File: src/rtl/addsub_arbiter_pkg.sv
// Shared definitions for the addsub arbiter slice.
// Operation select encoding and tag-width helper.
package addsub_arbiter_pkg;

    localparam logic SEL_ADD = 1'b1;
    localparam logic SEL_SUB = 1'b0;

    function automatic int clog2(input int n);
        int r;
        r = 0;
        while ((1 << r) < n) r++;
        return (r < 1) ? 1 : r;
    endfunction

endpackage

File: src/rtl/addsub_arbiter_if.sv
// Request/response bundle between requesters and the shared adder.
// master = requester/consumer side, slave = arbiter side.
interface addsub_arbiter_if #(
    parameter int WIDTH = 32,
    parameter int N_REQ = 4,
    parameter int ID_W  = 2
);
    logic [N_REQ-1:0]       req_valid;
    logic [N_REQ-1:0]       req_ready;
    logic [N_REQ*WIDTH-1:0] req_a;
    logic [N_REQ*WIDTH-1:0] req_b;
    logic [N_REQ-1:0]       req_sel;
    logic                   rsp_valid;
    logic                   rsp_ready;
    logic [WIDTH-1:0]       rsp_data;
    logic [ID_W-1:0]        rsp_id;

    modport master (
        output req_valid, req_a, req_b, req_sel, rsp_ready,
        input  req_ready, rsp_valid, rsp_data, rsp_id
    );

    modport slave (
        input  req_valid, req_a, req_b, req_sel, rsp_ready,
        output req_ready, rsp_valid, rsp_data, rsp_id
    );
endinterface

File: src/rtl/addsub.sv
// Shared two's-complement adder-subtractor, wraps modulo 2^WIDTH.
// sel = SEL_ADD gives a+b, otherwise a-b.
module addsub
    import addsub_arbiter_pkg::*;
#(
    parameter int WIDTH = 32
) (
    input  logic [WIDTH-1:0] a,
    input  logic [WIDTH-1:0] b,
    input  logic             sel,
    output logic [WIDTH-1:0] y
);
    // purely combinational result
    always_comb begin
        y = (sel == SEL_ADD) ? (a + b) : (a - b);
    end
endmodule

File: src/rtl/addsub_arbiter_rr_arbiter.sv
// Round-robin priority search starting at ptr.
// Produces a one-hot grant and its encoded index.
module rr_arbiter #(
    parameter int N_REQ = 4,
    parameter int ID_W  = 2
) (
    input  logic [N_REQ-1:0] req,
    input  logic [ID_W-1:0]  ptr,
    input  logic             en,
    output logic [N_REQ-1:0] grant,
    output logic [ID_W-1:0]  idx,
    output logic             any
);
    int j;

    // first requester at or above ptr, wrapping modulo N_REQ
    always_comb begin
        grant = '0;
        idx   = '0;
        any   = 1'b0;
        j     = 0;
        if (en) begin
            for (int k = 0; k < N_REQ; k++) begin
                j = (int'(ptr) + k) % N_REQ;
                if (!any && req[j]) begin
                    any      = 1'b1;
                    grant[j] = 1'b1;
                    idx      = ID_W'(j);
                end
            end
        end
    end
endmodule

File: src/rtl/addsub_arbiter.sv
// Two-stage pipeline sharing one addsub among N_REQ requesters.
// S1 holds granted operands, S2 holds the tagged result.
module addsub_arbiter
    import addsub_arbiter_pkg::*;
#(
    parameter int WIDTH = 32,
    parameter int N_REQ = 4,
    parameter int ID_W  = clog2(N_REQ)
) (
    input  logic               clk,
    input  logic               rst_n,
    addsub_arbiter_if.slave    bus,
    output logic               busy
);
    logic             v1, v2;
    logic [WIDTH-1:0] a1, b1;
    logic             sel1;
    logic [ID_W-1:0]  id1;
    logic [ID_W-1:0]  ptr;
    logic [WIDTH-1:0] data2;
    logic [ID_W-1:0]  id2;
    logic [WIDTH-1:0] res;
    logic             adv1, adv2, accept;
    logic [N_REQ-1:0] grant;
    logic [ID_W-1:0]  gidx;
    logic             gany;
    logic [WIDTH-1:0] a_in, b_in;

    // stall chain: S2 frees first, S1 follows, new accept last
    always_comb begin
        adv2   = !v2 || bus.rsp_ready;
        adv1   = v1 && adv2;
        accept = !v1 || adv1;
    end

    rr_arbiter #(
        .N_REQ (N_REQ),
        .ID_W  (ID_W)
    ) u_rr (
        .req   (bus.req_valid),
        .ptr   (ptr),
        .en    (accept && rst_n),
        .grant (grant),
        .idx   (gidx),
        .any   (gany)
    );

    // operands of the granted requester
    always_comb begin
        a_in = bus.req_a[int'(gidx)*WIDTH +: WIDTH];
        b_in = bus.req_b[int'(gidx)*WIDTH +: WIDTH];
    end

    addsub #(
        .WIDTH (WIDTH)
    ) u_addsub (
        .a   (a1),
        .b   (b1),
        .sel (sel1),
        .y   (res)
    );

    // S1 operand register and rotation pointer
    always_ff @(posedge clk or negedge rst_n) begin
        if (!rst_n) begin
            v1   <= 1'b0;
            a1   <= '0;
            b1   <= '0;
            sel1 <= 1'b0;
            id1  <= '0;
            ptr  <= '0;
        end else if (accept) begin
            v1 <= gany;
            if (gany) begin
                a1   <= a_in;
                b1   <= b_in;
                sel1 <= bus.req_sel[gidx];
                id1  <= gidx;
                ptr  <= (int'(gidx) == N_REQ - 1) ? '0 : gidx + ID_W'(1);
            end
        end
    end

    // S2 result register, held while downstream stalls
    always_ff @(posedge clk or negedge rst_n) begin
        if (!rst_n) begin
            v2    <= 1'b0;
            data2 <= '0;
            id2   <= '0;
        end else if (adv1) begin
            v2    <= 1'b1;
            data2 <= res;
            id2   <= id1;
        end else if (v2 && bus.rsp_ready) begin
            v2 <= 1'b0;
        end
    end

    assign bus.req_ready = grant;
    assign bus.rsp_valid = v2;
    assign bus.rsp_data  = data2;
    assign bus.rsp_id    = id2;
    assign busy          = v1 | v2;
endmodule

File: src/flat_wrapper.sv
// flat-port wrapper written by rule: the top's interface ports become plain ports
module addsub_arbiter_flat import addsub_arbiter_pkg::*;
#(
    parameter int WIDTH = 32,
    parameter int N_REQ = 4,
    parameter int ID_W  = clog2(N_REQ)
)
  (clk, rst_n, busy, bus_req_valid, bus_req_a, bus_req_b, bus_req_sel, bus_rsp_ready, bus_req_ready, bus_rsp_valid, bus_rsp_data, bus_rsp_id);
  addsub_arbiter_if #(.WIDTH(WIDTH), .N_REQ(N_REQ), .ID_W(ID_W)) bus_i ();
  input  logic clk;
  input  logic rst_n;
  output logic busy;
  input wire logic [$bits(bus_i.req_valid)-1:0] bus_req_valid;
  input wire logic [$bits(bus_i.req_a)-1:0] bus_req_a;
  input wire logic [$bits(bus_i.req_b)-1:0] bus_req_b;
  input wire logic [$bits(bus_i.req_sel)-1:0] bus_req_sel;
  input wire logic [$bits(bus_i.rsp_ready)-1:0] bus_rsp_ready;
  output wire logic [$bits(bus_i.req_ready)-1:0] bus_req_ready;
  output wire logic [$bits(bus_i.rsp_valid)-1:0] bus_rsp_valid;
  output wire logic [$bits(bus_i.rsp_data)-1:0] bus_rsp_data;
  output wire logic [$bits(bus_i.rsp_id)-1:0] bus_rsp_id;
  assign bus_i.req_valid = bus_req_valid;
  assign bus_i.req_a = bus_req_a;
  assign bus_i.req_b = bus_req_b;
  assign bus_i.req_sel = bus_req_sel;
  assign bus_i.rsp_ready = bus_rsp_ready;
  assign bus_req_ready = bus_i.req_ready;
  assign bus_rsp_valid = bus_i.rsp_valid;
  assign bus_rsp_data = bus_i.rsp_data;
  assign bus_rsp_id = bus_i.rsp_id;
  addsub_arbiter #(.WIDTH(WIDTH), .N_REQ(N_REQ), .ID_W(ID_W)) u_core (.clk(clk), .rst_n(rst_n), .bus(bus_i), .busy(busy));
endmodule
File: config.mk
export PLATFORM = sky130hd
export DESIGN_NAME = addsub_arbiter_flat
export DESIGN_NICKNAME = d
export VERILOG_FILES = /design/src/rtl/addsub_arbiter_pkg.sv /design/src/rtl/addsub_arbiter_if.sv /design/src/rtl/addsub.sv /design/src/rtl/addsub_arbiter_rr_arbiter.sv /design/src/rtl/addsub_arbiter.sv /design/src/flat_wrapper.sv
export SDC_FILE = /design/constraint.sdc
export NUM_CORES = 1
export LEC_CHECK = 0
export CELL_PAD_IN_SITES_DETAIL_PLACEMENT = 2
export CELL_PAD_IN_SITES_GLOBAL_PLACEMENT = 2
export CORE_MARGIN = 3
export CORE_UTILIZATION = 29
export CTS_BUF_LIST = sky130_fd_sc_hd__clkbuf_2 sky130_fd_sc_hd__clkbuf_4 sky130_fd_sc_hd__clkbuf_8
export DETAILED_ROUTE_END_ITERATION = 16
export PLACE_DENSITY_LB_ADDON = 0.1
export SLEW_MARGIN = 10
export SYNTH_ARGS = -nofsm -noshare
export SYNTH_HDL_FRONTEND = slang
export SYNTH_HIERARCHICAL = 1
export SYNTH_SLANG_ARGS = --single-unit
File: constraint.sdc
create_clock -name clk -period 4.7 [get_ports clk]
set_clock_uncertainty 0.2 [all_clocks]
set_input_delay 0.94 -clock clk [delete_from_list [all_inputs] [get_ports clk]]
set_output_delay 0.94 -clock clk [all_outputs]
set_load 0.05 [all_outputs]
Yosys cells after proc, flatten, opt, wreduce, memory -nomap -nowiden. Index checks and enable logic that the tools add are counted.

Add/subtract/negate cells: 6. $mul: 0. Divide/modulo/power cells: 0. Order comparisons: 9. Equal/unequal tests: 1. Shifts and indexed selects: 2. Multiplexer cells: 46. Bitwise gates (word level): 7. Reduce and logical (&&, ||, !) cells: 22.

Operators with widths (count): 128-bit by 8-bit indexed part select with 32-bit output (2); 32-bit adder (1); 32-bit two-way mux (1); 4-bit two-way mux (8); 32-bit subtractor (1); 1-bit two-way mux (22); 3-bit by 4-bit < comparator with 1-bit output, second input constant (3); 2-bit two-way mux (6); 4-bit bitwise OR (3); 1-bit binary-select mux with 2-bit select (5); 1-bit logical AND (10); 3-bit by 1-bit greater-or-equal comparator with 1-bit output, second input constant (3); 1-bit demux with 2-bit select (4); 2-bit by 3-bit < comparator with 1-bit output, second input constant (2); 2-bit OR reduction (3); 1-bit zero test (5); 2-bit by 1-bit adder with 2-bit output, second input constant (2); 2-bit adder, second input constant (2); 1-bit bitwise AND, first input constant (3); 2-bit by 1-bit == test with 1-bit output, second input constant (1); 2-bit by 1-bit greater-or-equal comparator with 1-bit output, second input constant (1); 1-bit logical OR (2); 2-bit AND reduction (1); 2-bit nonzero test (1); 1-bit bitwise OR (1).

Flip-flop bits (word level): 105. Bits in latches: 0. Bits in writable memories: 0. ROM bits: 0. Bits of input ports: 267. Output and inout port bits: 40. Logic and storage cells: 102. Memories: 0.

Logic depth before layout (Yosys ltp).
Depth after elaboration: 20. Gate-level depth with buffers: 17. Depth with buffers taken out: 17.

Hierarchy. The synthesis kept the hierarchy.

By module, submodules not included: addsub_arbiter (times used 1, cells each 308, area an instance 5477.8 um^2, sequential area each 2627.5 um^2); addsub (times used 1, cells each 372, area an instance 2613.8 um^2, sequential area each 0.0 um^2); rr_arbiter (times used 1, cells each 85, area an instance 685.7 um^2, sequential area each 0.0 um^2).

Worst setup path after synthesis. Ideal clock, no wire load.

Path type: reg2reg. Start point: register u_core.b1[5]. End point: register u_core.data2[28] (netlist: u_core/bus.rsp_data[28]). Setup time: 125 ps. Arrival time: 3472 ps. Required time: 4375 ps. Slack: 903 ps. Stages on the path, launching flop included: 15. Buffers on the path: 1. Period minus slack after synthesis: 3797 ps. Cells stage by stage: dfrtp_1 -> or4_1 -> nor4b_1 -> nor2_1 -> xor2_1 -> ha_1 -> buf_4 -> nand2_1 -> o21a_1 -> o221a_1 -> a211o_1 -> a31oi_4 -> nand2_1 -> a311o_1 -> mux2_2.

Cells in the longest elaborated chain, start to end: 2. Elaborated cells on any way between the ends: 3. Those cells by class: add/sub (2); mux (1).

Ends and longest elaborated chain: start: declaration (RTL line addsub_arbiter.sv:16) `logic [WIDTH-1:0] a1, b1;`; start signal: assignment (RTL line addsub_arbiter.sv:76) `b1 <= b_in;`; 32-bit subtractor / 32-bit adder (equally long branches) (RTL line addsub.sv:15) `y = (sel == SEL_ADD) ? (a + b) : (a - b);`; 32-bit two-way mux * (RTL line addsub.sv:15); net u_core.res[28] (RTL line addsub_arbiter.sv:22) `logic [WIDTH-1:0] res;`; end signal: assignment (RTL line addsub_arbiter.sv:92) `data2 <= res;`; end: declaration (RTL line addsub_arbiter.sv:20) `logic [WIDTH-1:0] data2;`.

The timed path passes the listed nets; every way through them passes the cells marked *. A chain may end at the register's enable or synchronous reset.

Worst setup path in the final report. Same ends and word-level chain as after synthesis.

==> qor.yml <==
clock_tree:
  ctsRootBufferMaster: "clkbuf_8"
  cts-resized-gates: 0
  clock_sinks: 105
  max-clock-path-buffers: 2
  clk_latency_ps: 390
  number_of_cts_inserted_buffers: 9
  htreeDepth: 3
  postCtsHoldBufs: 0
  cts_tree: "done"
  cts_setup_buffers: 0
  cts.reportedPaths.clkPinSlew_ps: 110
drt:
  post_drt_wl_per_cell_um: 21.3
  antenna_left: 0
  first_pass_iters: 4
  routed_wirelength_um: 30900
  detail_route.vias_per_cell: 5.17
  initialDrtViolationCount: 237
  vias: 7483
  drc: 0
floorplan:
  die_h_um: 180
  core_region_area_mm2: 0.0297
  num_rows: 63
  floorplan.initialDensity_pct: 29.5
  boundaryPins: 307
  die-width_um: 180
  die_area_mm2: 0.0324
sta:
  report.final.setup_viol: 0
  timing.fmax_mhz: 230
  final-max-slew-violation-count: 0
  final_min_period_over_clock_period_pct: 92.4
  grt_setup_unrepaired: "no"
  totalNegativeSetupSlack_ps: 0
  min_period_ps: 4340
  max_slew_margin_pct: 49.1
  report.final.hold_viol_count: 0
  worstMarginPinSlew_ps: 763
worst_setup_path:
  worst_setup_path_start_kind: "flip-flop"
  timing.critical_path.buf_inv: 0
  cp-end-kind: "flip-flop"
  crit_path_start: "u_core/b1[5]"
  critical_path.slowest_cell: "or4_1"
  worst_path_largest_cell_delay_ps: 570
  critical_path.reg2reg.startpoint: "u_core/b1[5]"
  cp_required_ps: 4780
  timing.critical_path.cells: "or4_1 -> nor3_1 -> and2_2 -> a31oi_1 -> xor2_1 -> ha_1 -> and2_1 -> a21boi_0 -> a21boi_0 -> a31oi_4 -> and4_1 -> a311o_1 -> mux2_2"
  critPathKind: "flip-flop to flip-flop"
  critPathArrivalTime_ps: 4420
  delay_heaviest_family_cp: "simple AND/OR/NAND/NOR gates"
  critPathMaxFanout: 6
  critPathMostFrequentCell: "a21boi_0"
yosys:
  postSynth.topFlopCell: "dfrtp_1"
  yosys-top-cells-area: "dfrtp_1 30%, mux4_2 17%, mux2_2 13%"
  yosysUniqueCellTypes: 84
  synth.ff_latch_count: 105
  syn_inst: 765
  synthDominantCellAreaShare_pct: 29.9
  netlist_area_mm2: 0.00878
  yosys.area.top_type: "dfrtp_1"
  yosysWarningCount: 6
  synth-edff-count: 0
  synth_nets: 1080
  netlist_top_cells_count: "105 x dfrtp_1, 105 x mux2_2, 66 x mux4_2"
  synth_sequential_area_ratio_pct: 29.9
  async_flop_share_pct: 100
  syn_area_per_cell_um2: 11.5
power_and_ir_drop:
  share_comb_of_total_power_pct: 77.4
  pwr-share-clk_pct: 5.3
  static-leakage-power_nw: 4.80
  net_switching_power_mw: 5.47
  post-layout-total-power_mw: 10.7
  ir_worst_vdd_uv: 291
  power.density_cell_area_mw_per_mm2: 859
  switching_share_pct: 51.2
  seq_power_share_pct: 17.3
  cell_internal_pwr_mw: 5.21
final_layout:
  sequential_cell_area_mm2: 0.00263
  stdcell_area_mm2: 0.0124
  final_util_pct: 41.8
  fraction_of_final_layout_cells_with_drive_strength_greater_than_1_pct: 22.6
  nNetsFinal: 1367
  multi_input_comb_area_mm2: 0.00583
  antennaDiodeCount: 0
  area_growth_syn_to_layout_pct: 41.7
  nFillCells: 3072
place:
  gp_congestion: 0.824
  hpwl_um: 25300
  buffer_ports.inserted: 306
  placed_cell_area_mm2: 0.0122
global_route:
  grt_first_pass_wirelength_um: 48800
  groute.layer.met2.usage_pct: 33.7
  grt_pass1_vias: 8514
  grt_start_max_net_pins: 68
  grt_use_total_pct: 18.8
  grt_most_used_layer: "met2"
  met1_usage_in_global_routing_pct: 23.9
  grt_util_met3_pct: 4.01
  antenna_found_initial: 0
  grt-ovfl-total: 0
min_path:
  hold_path.class: "input pin to asynchronous set/reset pin"
status:
  outcome: "finished clean"
run:
  max-cap-violations: 0
cells by family after synthesis:
family                   synth area share, %
adder cells (fa/ha/maj)                 6.93
AND/OR/NAND/NOR                         9.81
flip-flops                              29.9
AO/OA/AOI/OAI                           12.2
multiplexers                            31.5
buffers and inverters                   3.95
XOR/XNOR                                5.59
power groups by stage:
| stage | sequential, mW | clock [mW] | combinational, mW |
|---|---|---|---|
| global placement | 1.86 | 0 | 8.17 |
| CTS | 1.86 | 0.609 | 8.36 |
| detailed placement | 1.88 | 0 | 8.31 |
| finish | 1.85 | 0.569 | 8.26 |
| global route | 1.92 | 0.642 | 9.07 |
| floorplan | 2.23 | 0 | 5.62 |
per-stage QoR:
stage | hold WS (ps) | instances | setup slack [ps]
6_report | 186 | 1447 | 357
3_5_place_dp | 289 | 1431 | 352
2_1_floorplan | 272 | 765 | 903
5_1_grt | 160 | 1447 | 38.9
4_1_cts | 156 | 1447 | 321
3_3_place_gp | 288 | 1431 | 405
sequential cells by signal, summed over array words and instances, names as in the netlist:
name and cells:
u_core/a1 32, u_core/id1 2, u_core/ptr 2, u_core/bus.rsp_id 2, u_core/bus.rsp_data 32, u_core/bus.rsp_valid 1, u_core/v1 1, u_core/sel1 1
u_core/b1 32
layout by cell type, fill, tap and decap left out, types with 5 or more instances in the layout:
cell type and instances:
inv_1 19, nor3_1 15, ha_1 47, nor4_1 6
o21ai_0 21, nand3_1 11, and2_1 7, nand2_1 34
a21oi_1 50, nand2b_1 7, clkbuf_8 10, a31oi_1 10
buf_4 12, xnor2_1 17, a21o_1 8, nor2b_1 11
mux2_2 105, mux4_2 66, or2_2 5, a211oi_1 5
buf_12 6, xor2_1 39, nand4_1 5, nor2_1 41
o2111ai_1 10, dfrtp_1 105, clkdlybuf4s50_1 301
metal layers:
metal  share of wire, %  vias to the layer above  wire (um)
met2                 51                      192      15700
met1                 43                     3781      13400
li1                   -                     3495          -
met3                5.1                       15       1560
met5                  0                        -          0
met4               0.78                        0        240
layout make-up:
type | instances | share of cell area (%)
Clock inverter | 6 | 0.402
Clock buffer | 10 | 1.11
Inverter | 20 | 0.604
Sequential cell | 105 | 21.1
Timing Repair Buffer | 319 | 25.9
Tap cell | 390 | 3.92
Multi-Input combinational cell | 597 | 46.9
worst paths after layout:
path	slack, ps	to	depth (start not counted)
min in group clk	300	u_core/bus.rsp_id[1]	1
min reg2reg	300	u_core/bus.rsp_id[1]	1
max	360	u_core/bus.rsp_data[28]	13
max reg2reg	360	u_core/bus.rsp_data[28]	13
min	190	u_core/bus.rsp_data[16]	1
max in group asynchronous	3100	u_core/bus.rsp_data[15]	2
(Power assumes the default switching activity.)
